**config.mk**
```make
export PLATFORM = sky130hd
export DESIGN_NAME = pe_row_conv
export DESIGN_NICKNAME = d
export VERILOG_FILES = /design/src/rtl/pe_row_conv_pkg.sv /design/src/rtl/pe_row_conv_mac.sv /design/src/rtl/pe_row_conv.sv
export SDC_FILE = /design/constraint.sdc
export NUM_CORES = 1
export LEC_CHECK = 0
export BUFFER_PORTS_ARGS = -buffer_cell sky130_fd_sc_hd__buf_2
export CAP_MARGIN = 20
export CORE_MARGIN = 2
export CORE_UTILIZATION = 64
export CTS_CLUSTER_DIAMETER = 200
export DETAILED_ROUTE_END_ITERATION = 6
export PLACE_DENSITY_LB_ADDON = 0.1
export REMOVE_ABC_BUFFERS = 1
export SYNTH_ARGS = -nofsm -noshare
export SYNTH_HDL_FRONTEND = slang
export SYNTH_SLANG_ARGS = --single-unit
```
**constraint.sdc**
```tcl
create_clock -name CLK -period 8.8 [get_ports CLK]
set_clock_uncertainty 0.15 [all_clocks]
set_input_delay 0.44 -clock CLK [delete_from_list [all_inputs] [get_ports CLK]]
set_output_delay 0.44 -clock CLK [all_outputs]
set_load 0.01 [all_outputs]
```
**src/rtl/pe_row_conv_pkg.sv**
```systemverilog
// Shared definitions for the row-convolution PE stage: FSM state encoding and default widths.
package pe_row_conv_pkg;

   localparam int DATA_W_DEF  = 16;
   localparam int PSUM_W_DEF  = 32;
   localparam int FILT_S_DEF  = 3;
   localparam int IFMAP_W_DEF = 13;

   typedef enum logic [2:0] {
      ST_IDLE = 3'd0,
      ST_LD_F = 3'd1,
      ST_LD_I = 3'd2,
      ST_MAC  = 3'd3,
      ST_OUT  = 3'd4
   } state_t;

endpackage

```
**src/rtl/pe_row_conv_mac.sv**
```systemverilog
// Signed DATA_W x DATA_W multiplier feeding a wrapping PSUM_W accumulator.
module pe_row_conv_mac
   import pe_row_conv_pkg::*;
#(
   parameter int DATA_W = DATA_W_DEF,
   parameter int PSUM_W = PSUM_W_DEF
) (
   input  logic                     CLK,
   input  logic                     RESET,
   input  logic                     clr,
   input  logic                     en,
   input  logic signed [DATA_W-1:0] a,
   input  logic signed [DATA_W-1:0] b,
   output logic signed [PSUM_W-1:0] acc
);

   logic signed [2*DATA_W-1:0] prod;
   logic signed [PSUM_W-1:0]   prod_ext;

   assign prod     = a * b;
   // Sign-extends (or truncates) the full-precision product to the accumulator width.
   assign prod_ext = PSUM_W'(prod);

   always_ff @(posedge CLK) begin
      if (RESET) begin
         acc <= '0;
      end else if (en) begin
         acc <= (clr ? '0 : acc) + prod_ext;
      end
   end

endmodule

```
**src/rtl/pe_row_conv.sv**
```systemverilog
// 1-D row-convolution PE stage: loads FILT_S weights, slides an ifmap window, emits one psum per position.
// Optional PE_PSUM_IN_EN adds a psum input FIFO whose head is summed into every output psum.
//
// state | meaning
// IDLE  | waiting for START
// LD_F  | popping FILT_S weights from the filter FIFO
// LD_I  | shifting ifmap pixels into the window until it holds FILT_S pixels
// MAC   | FILT_S multiply-accumulate cycles over the window
// OUT   | presenting the psum, waiting for downstream room
module pe_row_conv
   import pe_row_conv_pkg::*;
#(
   parameter int DATA_W  = DATA_W_DEF,
   parameter int PSUM_W  = PSUM_W_DEF,
   parameter int FILT_S  = FILT_S_DEF,
   parameter int IFMAP_W = IFMAP_W_DEF
) (
   input  logic                     CLK,
   input  logic                     RESET,
   input  logic                     EN,
   input  logic                     START,
   input  logic signed [DATA_W-1:0] FILT_DI,
   input  logic                     FILT_EMPTY,
   output logic                     FILT_READ,
   input  logic signed [DATA_W-1:0] IF_DI,
   input  logic                     IF_EMPTY,
   output logic                     IF_READ,
`ifdef PE_PSUM_IN_EN
   input  logic signed [PSUM_W-1:0] PSIN_DI,
   input  logic                     PSIN_EMPTY,
   output logic                     PSIN_READ,
`endif
   output logic signed [PSUM_W-1:0] PSUM_DO,
   output logic                     PSUM_WRITE,
   input  logic                     PSUM_FULL,
   output logic                     BUSY,
   output logic                     DONE
);

   localparam int NOUT = IFMAP_W - FILT_S + 1;
   localparam int KW   = $clog2(FILT_S);
   localparam int FW   = $clog2(FILT_S + 1);
   localparam int OW   = $clog2(NOUT + 1);

   localparam logic [KW-1:0] K_LAST    = KW'(FILT_S - 1);
   localparam logic [FW-1:0] FILL_LAST = FW'(FILT_S - 1);
   localparam logic [OW-1:0] O_LAST    = OW'(NOUT - 1);

   state_t                   state_q, state_d;
   logic [KW-1:0]            k_q;
   logic [KW-1:0]            j_q;
   logic [FW-1:0]            fill_q;
   logic [OW-1:0]            o_q;
   logic signed [DATA_W-1:0] w_q   [FILT_S];
   logic signed [DATA_W-1:0] win_q [FILT_S];
   logic signed [PSUM_W-1:0] acc;

   logic act;
   logic out_rdy;
   logic filt_rd_c, if_rd_c, psum_wr_c, mac_c;
   logic filt_rd, if_rd, psum_wr, mac_en;

   assign act = EN && !RESET;

`ifdef PE_PSUM_IN_EN
   assign out_rdy   = !PSUM_FULL && !PSIN_EMPTY;
   assign PSIN_READ = psum_wr;
   assign PSUM_DO   = acc + PSIN_DI;
`else
   assign out_rdy   = !PSUM_FULL;
   assign PSUM_DO   = acc;
`endif

   always_comb begin
      state_d   = state_q;
      filt_rd_c = 1'b0;
      if_rd_c   = 1'b0;
      psum_wr_c = 1'b0;
      mac_c     = 1'b0;
      case (state_q)
         ST_IDLE: if (START) state_d = ST_LD_F;
         ST_LD_F: begin
            if (!FILT_EMPTY) begin
               filt_rd_c = 1'b1;
               if (k_q == K_LAST) state_d = ST_LD_I;
            end
         end
         ST_LD_I: begin
            if (!IF_EMPTY) begin
               if_rd_c = 1'b1;
               if (fill_q == FILL_LAST) state_d = ST_MAC;
            end
         end
         ST_MAC: begin
            mac_c = 1'b1;
            if (j_q == K_LAST) state_d = ST_OUT;
         end
         ST_OUT: begin
            if (out_rdy) begin
               psum_wr_c = 1'b1;
               state_d   = (o_q == O_LAST) ? ST_IDLE : ST_LD_I;
            end
         end
         default: state_d = ST_IDLE;
      endcase
   end

   assign filt_rd = act && filt_rd_c;
   assign if_rd   = act && if_rd_c;
   assign psum_wr = act && psum_wr_c;
   assign mac_en  = act && mac_c;

   assign FILT_READ  = filt_rd;
   assign IF_READ    = if_rd;
   assign PSUM_WRITE = psum_wr;
   assign DONE       = psum_wr && (o_q == O_LAST);
   assign BUSY       = (state_q != ST_IDLE);

   always_ff @(posedge CLK) begin
      if (RESET) begin
         state_q <= ST_IDLE;
         k_q     <= '0;
         j_q     <= '0;
         fill_q  <= '0;
         o_q     <= '0;
         for (int i = 0; i < FILT_S; i++) begin
            w_q[i]   <= '0;
            win_q[i] <= '0;
         end
      end else if (EN) begin
         state_q <= state_d;
         case (state_q)
            ST_IDLE: begin
               if (START) begin
                  k_q    <= '0;
                  j_q    <= '0;
                  fill_q <= '0;
                  o_q    <= '0;
               end
            end
            ST_LD_F: begin
               if (filt_rd) begin
                  w_q[k_q] <= FILT_DI;
                  k_q      <= k_q + 1'b1;
               end
            end
            ST_LD_I: begin
               if (if_rd) begin
                  for (int i = 0; i < FILT_S - 1; i++) win_q[i] <= win_q[i+1];
                  win_q[FILT_S-1] <= IF_DI;
                  fill_q          <= fill_q + 1'b1;
               end
            end
            ST_MAC: j_q <= (j_q == K_LAST) ? '0 : j_q + 1'b1;
            ST_OUT: begin
               // Next position reuses FILT_S-1 pixels, so one more pop refills the window.
               if (psum_wr) begin
                  fill_q <= FILL_LAST;
                  o_q    <= o_q + 1'b1;
               end
            end
            default: ;
         endcase
      end
   end

   pe_row_conv_mac #(
      .DATA_W (DATA_W),
      .PSUM_W (PSUM_W)
   ) u_mac (
      .CLK   (CLK),
      .RESET (RESET),
      .clr   (j_q == '0),
      .en    (mac_en),
      .a     (w_q[j_q]),
      .b     (win_q[j_q]),
      .acc   (acc)
   );

endmodule
```
==> results.md, run 1 <==
- Largest net degree at the start of global routing: 55
- CP most frequent cell: fa_1
- XOR/XNOR Fraction of Synth Area: 0.01629
- Syn Inst Count: 1775
- Maxcap violations: 0
- Synth cell types: 66
- Final #Nets: about 2300
- Clock transition at path regs: ~70 ps
- Post-synthesis simple-gate area fraction: 0.1537
- Tcrit/Tclk final: 0.9066
- Dpl cells: around 2200
- Final setup fails: 0
- Yosys top cell area share: 0.3294
- Complex-gate fraction of the synthesized area: 0.06783
- Hold endpoint: w_q[3][11]$_DFFE_PP_
- Worst hold start: FILT_DI[11]
- Detailed Routing Iterations Pass 1: 5
- Post-synthesis adder-cell area fraction: 0.4034
- Share of cells above drive strength 1: 0.09319
- Setup TNS: 0 ps
- Starting Density: 0.6548
- Total Wirelength: 41.28 mm
- CTS Buf Count: 17
- Required time of the critical path: about 9000 ps
- Vias in the first global route: 13280
- Lkg Pwr: roughly 9 nW
- Placement Rows: 60
- Fmax: about 130 MHz
- Initial antenna violation count: 0
- Fin. max-slew vios: 0
- Initial DRC count: roughly 960
- Cell taking the most area after synthesis: fa_1
- CP delay by family, top: adder cells
- Top cells by count, synth: inv_1 (330), fa_1 (292), nand2_1 (171)
- Slew HR: 0.3220
- I/O Pins: 76
- Mux contribution to synthesized area: 0.03088
- RR Endpoint: u_mac.acc[28]$_SDFFE_PP0P_
- Pwr/cell area: roughly 230 nW/um^2
- Bufs on Longest Clock Path: 2
- TritonCTS clock tree: built
- Horiz. Die Dim: about 170 um
- WP buf/inv: 4
- Core box area: roughly 27000 sq um
- WP data arrival: 8180 ps
- CP peak stage delay: 860 ps
- Die area: just under 30000 sq um
- H-tree depth: 4
- Post CTS Setup Buffer Count: 0
- CP cell instances: mux2_2, o21ai_0, nor2_1, fa_1, inv_1, fa_1, inv_1, fa_1, fa_1, fa_1, inv_1, fa_1, inv_1, ha_1, and4_2, and2_1, nand4_1, o22ai_1, o2111ai_2, a31oi_1, or3_1, a31o_2
- Overflow after GRT: 0
- CTS Hold Bufs: 0
- Worst slew pin tran: approximately 1000 ps
- Yosys Warn Count: 0
- CP max FO: 32
- # clock sinks: 159
- IR drop worst, VDD: 0.3125 mV
- Slowest stage cell, crit path: dfxtp_2
- Final std cells w/o fill: approximately 2200
- Async set or reset register ratio after synthesis: 0
- Final RePlAce weighted congestion: around 0.94
- Seq cells post-synth: 159
- Mapped cell area: between 15000 and 20000 sq um
- R2r worst-path depth: 22
- Synthesis-to-finish area growth: 7.629%
- Final hold vios: 0
- CP Class: reg2reg
- Vias per cell: 5.782
- Vias post-DR: 12760
- Crit path time final: between 7000 and 8000 ps
- Worst Setup End Kind: flip-flop
- R2R setup slack: 820 ps
- DRC: 0
- Worst Setup Start Kind: flip-flop
- Dpl hpwl: 32.04 mm
- Hold Path Class: in2reg
- Port bufs: 75
- ANT nets after route: 0
- Most frequent cell after synthesis: inv_1
- Worst-Skew Late Latency: roughly 450 ps
- Sequential share of the synthesized area: 0.2425
- Global-route wire length before repair: between 60 and 70 mm
- Largest family of logic cells by synthesized area: adder cells
- GRT Util Overall: 0.3016
- Avg Inst Size Synth: between 9 and 10 sq um
- Hold Crit Depth: 1
- PostCTS Resize Cnt: 0
- Antenna cells: 0
- Prevailing post-synth register cell: edfxtp_1
- EDFF count, synth: about 110
- Dominant cells by area after synthesis: fa_1 (33%), edfxtp_1 (19%), ha_1 (7.4%)
- Post-DR wirelength/cell: around 19 um
- Root buf cell: clkbuf_16
- Die Height: ~170 um
- RSZ-0062 raised after global routing: false
- Outcome: complete, no violations
logic make-up (layout without fill, tap and decap cells):
logic type / count (synthesis) / after routing
AOI/OAI and AO/OA: 183 / 183
xor gates and xnor gates: 33 / 33
adders and majority gates: 397 / 397
buffers and inverters: 400 / 460
DFF: 159 / 159
muxes: 46 / 46
and+or+nand+nor: 557 / 557
registers in the layout, summed over array words and instances (netlist names), named ones only:
| register | cells |
|---|---|
| w_q | 64 |
| o_q | 4 |
| k_q | 2 |
| fill_q | 2 |
| j_q | 2 |
| u_mac.acc | 32 |
| win_q | 48 |
| state_q | 3 |
report_power, final:
part	internal [mW]	switching, mW
Sequential	0.826	0.0181
Combinational	1.16	1.62
Clock	0.394	0.348
Total	2.38	1.99
cell type report:
cell class / instances / area (sq um)
Multi-Input combinational cell: 1216 / 11950
Fill cell: 2062 / 8001
Sequential cell: 159 / 4307
Inverter: 330 / 1239
Timing Repair Buffer: 98 / 580.6
Tap cell: 372 / 465.4
Clock buffer: 17 / 425.4
Clock inverter: 15 / 133.9
worst max-delay path by stage:
stage                     cells after the start                          to  slack, ps      start
after global placement                       22  u_mac.acc[30]$_SDFFE_PP0P_       1020  flip-flop
after global routing                         22  u_mac.acc[30]$_SDFFE_PP0P_        440  flip-flop
after floorplan                              22  u_mac.acc[31]$_SDFFE_PP0P_        550  flip-flop
final                                        22  u_mac.acc[28]$_SDFFE_PP0P_        820  flip-flop
after CTS                                    22  u_mac.acc[28]$_SDFFE_PP0P_        810  flip-flop
after detailed placement                     22  u_mac.acc[31]$_SDFFE_PP0P_        830  flip-flop
placed cells by master, fill, tap and decap left out, drive strengths merged, types with 3 or more instances in the layout:
cell | synthesis | final
a311o | 3 | 3
fa | 292 | 292
or2 | 5 | 5
nand3 | 31 | 31
a2111oi | 3 | 3
and4 | 4 | 4
nand2b | 16 | 16
ha | 105 | 105
clkinv | 0 | 6
o21a | 22 | 22
a211oi | 8 | 8
nor3 | 13 | 13
mux2i | 30 | 30
nor2b | 47 | 47
o21bai | 4 | 4
edfxtp | 112 | 112
xor2 | 9 | 9
a31oi | 5 | 5
and2 | 77 | 77
o21ai | 72 | 72
o211ai | 4 | 4
xnor2 | 24 | 24
a31o | 5 | 5
dfxtp | 47 | 47
mux4 | 6 | 6
nor2 | 124 | 124
inv | 330 | 336
mux2 | 10 | 10
a21oi | 28 | 28
buf | 15 | 98
and3 | 55 | 55
clkbuf | 55 | 17
nand2 | 171 | 171
a21o | 11 | 11
or3 | 5 | 5
through the flow:
step | utilization | power [mW] | worst slack [ps] | hold slack (ps) | area (sq um)
2_1_floorplan | - | 2.988 | 545.4 | 279.5 | 17470
3_3_place_gp | 0.6828 | 3.565 | 1015 | 296.3 | 18510
3_5_place_dp | 0.6834 | 3.629 | 827.6 | 301.3 | 18520
4_1_cts | 0.7040 | 4.387 | 807.4 | 47.66 | 19080
5_1_grt | 0.7048 | 4.764 | 440.4 | 53.37 | 19100
6_report | 0.7048 | 4.365 | 821.6 | 49.45 | 19100
per-layer routing:
layer,part of all wire,vias up,track usage
met1,0.37,6436,0.3740
met4,0.044,0,0.1386
li1,-,5703,-
met3,0.066,127,0.05390
met5,0,-,0
met2,0.52,495,0.5175
Power figures use the tool's default switching activity.
==> inputs of run 2 (changes only) <==
--- a/config.mk
+++ b/config.mk
@@ -5,10 +5,11 @@
 export SDC_FILE = /design/constraint.sdc
 export NUM_CORES = 1
 export LEC_CHECK = 0
+export ABC_CLOCK_PERIOD_IN_PS = 10000
 export BUFFER_PORTS_ARGS = -buffer_cell sky130_fd_sc_hd__buf_2
 export CAP_MARGIN = 20
 export CORE_MARGIN = 2
-export CORE_UTILIZATION = 64
+export CORE_UTILIZATION = 51
 export CTS_CLUSTER_DIAMETER = 200
 export DETAILED_ROUTE_END_ITERATION = 6
 export PLACE_DENSITY_LB_ADDON = 0.1
==> constraint.sdc (replaced) <==
create_clock -name CLK -period 10 [get_ports CLK]
set_clock_uncertainty 0.15 [all_clocks]
set_input_delay 0.5 -clock CLK [delete_from_list [all_inputs] [get_ports CLK]]
set_output_delay 0.5 -clock CLK [all_outputs]
set_load 0.01 [all_outputs]
==> results.md, run 2 (synthesis results as in run 1) <==
- TritonCTS clock tree: built
- Antenna cells: 0
- Slowest stage cell, crit path: fa_1
- CP max FO: 34
- DRC: 4
- GRT Util Overall: 0.2516
- Final setup margin: about 1800 ps
- Max reg flops: 64
- Overflow after GRT: 0
- Port bufs: 75
- CP cell instances: buf_4, nand2_1, o21a_1, nand2_1, inv_1, fa_1, inv_1, fa_1, inv_1, fa_1, fa_1, fa_1, inv_1, fa_1, inv_1, ha_1, and4_2, and2_1, nand4_1, o22ai_1, o2111ai_2, a311oi_1, o21ai_0, a31o_2
- Final hold vios: 0
- Placement Rows: between 60 and 70
- Routed metal-1 wire length: between 15 and 20 mm
- I/O Pins: 76
- Post-DR wirelength/cell: between 15 and 20 um
- Post-route cell area: about 19000 sq um
- Final Power: ~3.9 mW
- IR drop worst, VDD: around 0.22 mV
- CP Class: reg2reg
- Worst Setup End Kind: flip-flop
- Largest net degree at the start of global routing: 55
- Switch share: 0.4484
- Final setup fails: 0
- Sequential Power Share: 0.189
- Dpl cells: approximately 2300
- Vias per cell: 5.389
- DR top layer: met4
- Slew HR: 0.3548
- CTS Hold Bufs: 0
- Cell Int Power: between 2 and 2.5 mW
- Die Height: between 150 and 200 um
- Maxcap violations: 0
- WL met2: 22.56 mm
- Clock transition at path regs: about 80 ps
- Detailed Routing Iterations Pass 1: 7
- Tcrit/Tclk final: 0.8202
- # clock sinks: 159
- WP data arrival: ~8400 ps
- Fin. max-slew vios: 0
- Starting Density: 0.5163
- CP most frequent cell: fa_1
- Logic pwr share: 0.620
- Total Wirelength: ~43 mm
- Root buf cell: clkbuf_16
- Pwr/cell area: 203.7 nW/um^2
- Crit path time final: slightly above 8000 ps
- Required time of the critical path: between 10000 and 15000 ps
- Lkg Pwr: roughly 9.1 nW
- Commonest non-fill, non-tap cell in the layout: inv_1
- FILL cells: ~3100
- Final RePlAce weighted congestion: approximately 0.90
- Initial DRC count: between 800 and 900
- CP peak stage delay: between 700 and 800 ps
- Most frequent cells in the layout: inv_1 (330), fa_1 (292), nand2_1 (171), nor2_1 (123), edfxtp_1 (112)
- Hold Path Class: in2reg
- Met3 wire length: a little over 2 mm
- Initial antenna violation count: 1
- Synthesis-to-finish area growth: 8.623%
- Placed cell areas: 18600 sq um
- CTS Buf Count: 17
- Sequential Area: roughly 4300 sq um
- Global-route wire length before repair: 69.13 mm
- Pre-CTS setup slack: about 1900 ps
- Regs by FF count: w_q (64), win_q (48), u_mac.acc (32)
- Bufs on Longest Clock Path: 2
- Dpl hpwl: 33.30 mm
- PostCTS Resize Cnt: 0
- Switching Power: 1.761 mW
- Worst hold start: FILT_DI[0]
- Post CTS Setup Buffer Count: 0
- Failing checks: DRC
- Area taken by multi-input logic gates: approximately 12000 sq um
- Worst-Skew Late Latency: roughly 460 ps
- Horiz. Die Dim: about 190 um
- Vias in the first global route: approximately 13000
- Outcome: finished, violations left
- Final std cells w/o fill: between 2000 and 2500
- Final #Nets: between 2000 and 2500
- Vias post-DR: ~12000
- RSZ-0062 raised after global routing: false
- Worst slew pin tran: ~970 ps
- Worst Setup Start Kind: flip-flop
- Setup TNS: 0 ps
- Die area: 36300 sq um
- Core box area: approximately 34000 sq um
- Clock share of power: 0.191
- Fmax: around 120 MHz
- ANT nets after route: 0
- H-tree depth: 4
- Share of cells above drive strength 1: 0.09433
- Reg with most FFs: w_q
## run 2: metrics by stage
step / hold slack, ps / util
5_1_grt: 91.49 / 0.5608
3_5_place_dp: 299.5 / 0.5411
3_3_place_gp: 296.8 / 0.5407
4_1_cts: 79.21 / 0.5600
2_1_floorplan: 279.5 / -
6_report: 98.89 / 0.5608
## run 2: path summary, 6_finish.rpt
check | to | slack [ps] | cells past startpoint
max reg2reg | u_mac.acc[30]$_SDFFE_PP0P_ | 1800 | 24
max | u_mac.acc[30]$_SDFFE_PP0P_ | 1800 | 24
min reg2reg | fill_q[1]$_SDFFE_PP0P_ | 300 | 2
min | w_q[3][0]$_DFFE_PP_ | 100 | 1
## run 2: area by class of cell
cell class	instances	area share
clock buffer	17	0.02207
clock inverter	15	0.01155
inverter	330	0.06426
multi-input combinational	1216	0.6201
sequential	159	0.2234
tap	455	0.02953
timing repair buffer	97	0.02908
## run 2: per-layer routing
metal,GRT usage,up-vias
met5,0,-
met4,0.07752,0
met3,0.04214,77
met2,0.4460,309
met1,0.3147,6248
li1,-,5701
## run 2: critical path: cells and delay by family, from the launching register on
| kind | cells | cell delay, ps |
|---|---|---|
| simple gates | 5 | 1010 |
| flops | 1 | 710 |
| compound gates | 6 | 1430 |
| buf+inv | 6 | 1090 |
| fa+ha+maj | 7 | 3690 |
## run 2: power by group through the flow
stage / logic [mW] / clock network [mW] / registers [mW]
after floorplan: 1.88 / 0 / 0.754
after global placement: 2.41 / 0 / 0.758
after detailed placement: 2.44 / 0 / 0.758
after CTS: 2.46 / 0.764 / 0.743
after global routing: 2.78 / 0.788 / 0.746
final: 2.43 / 0.749 / 0.743
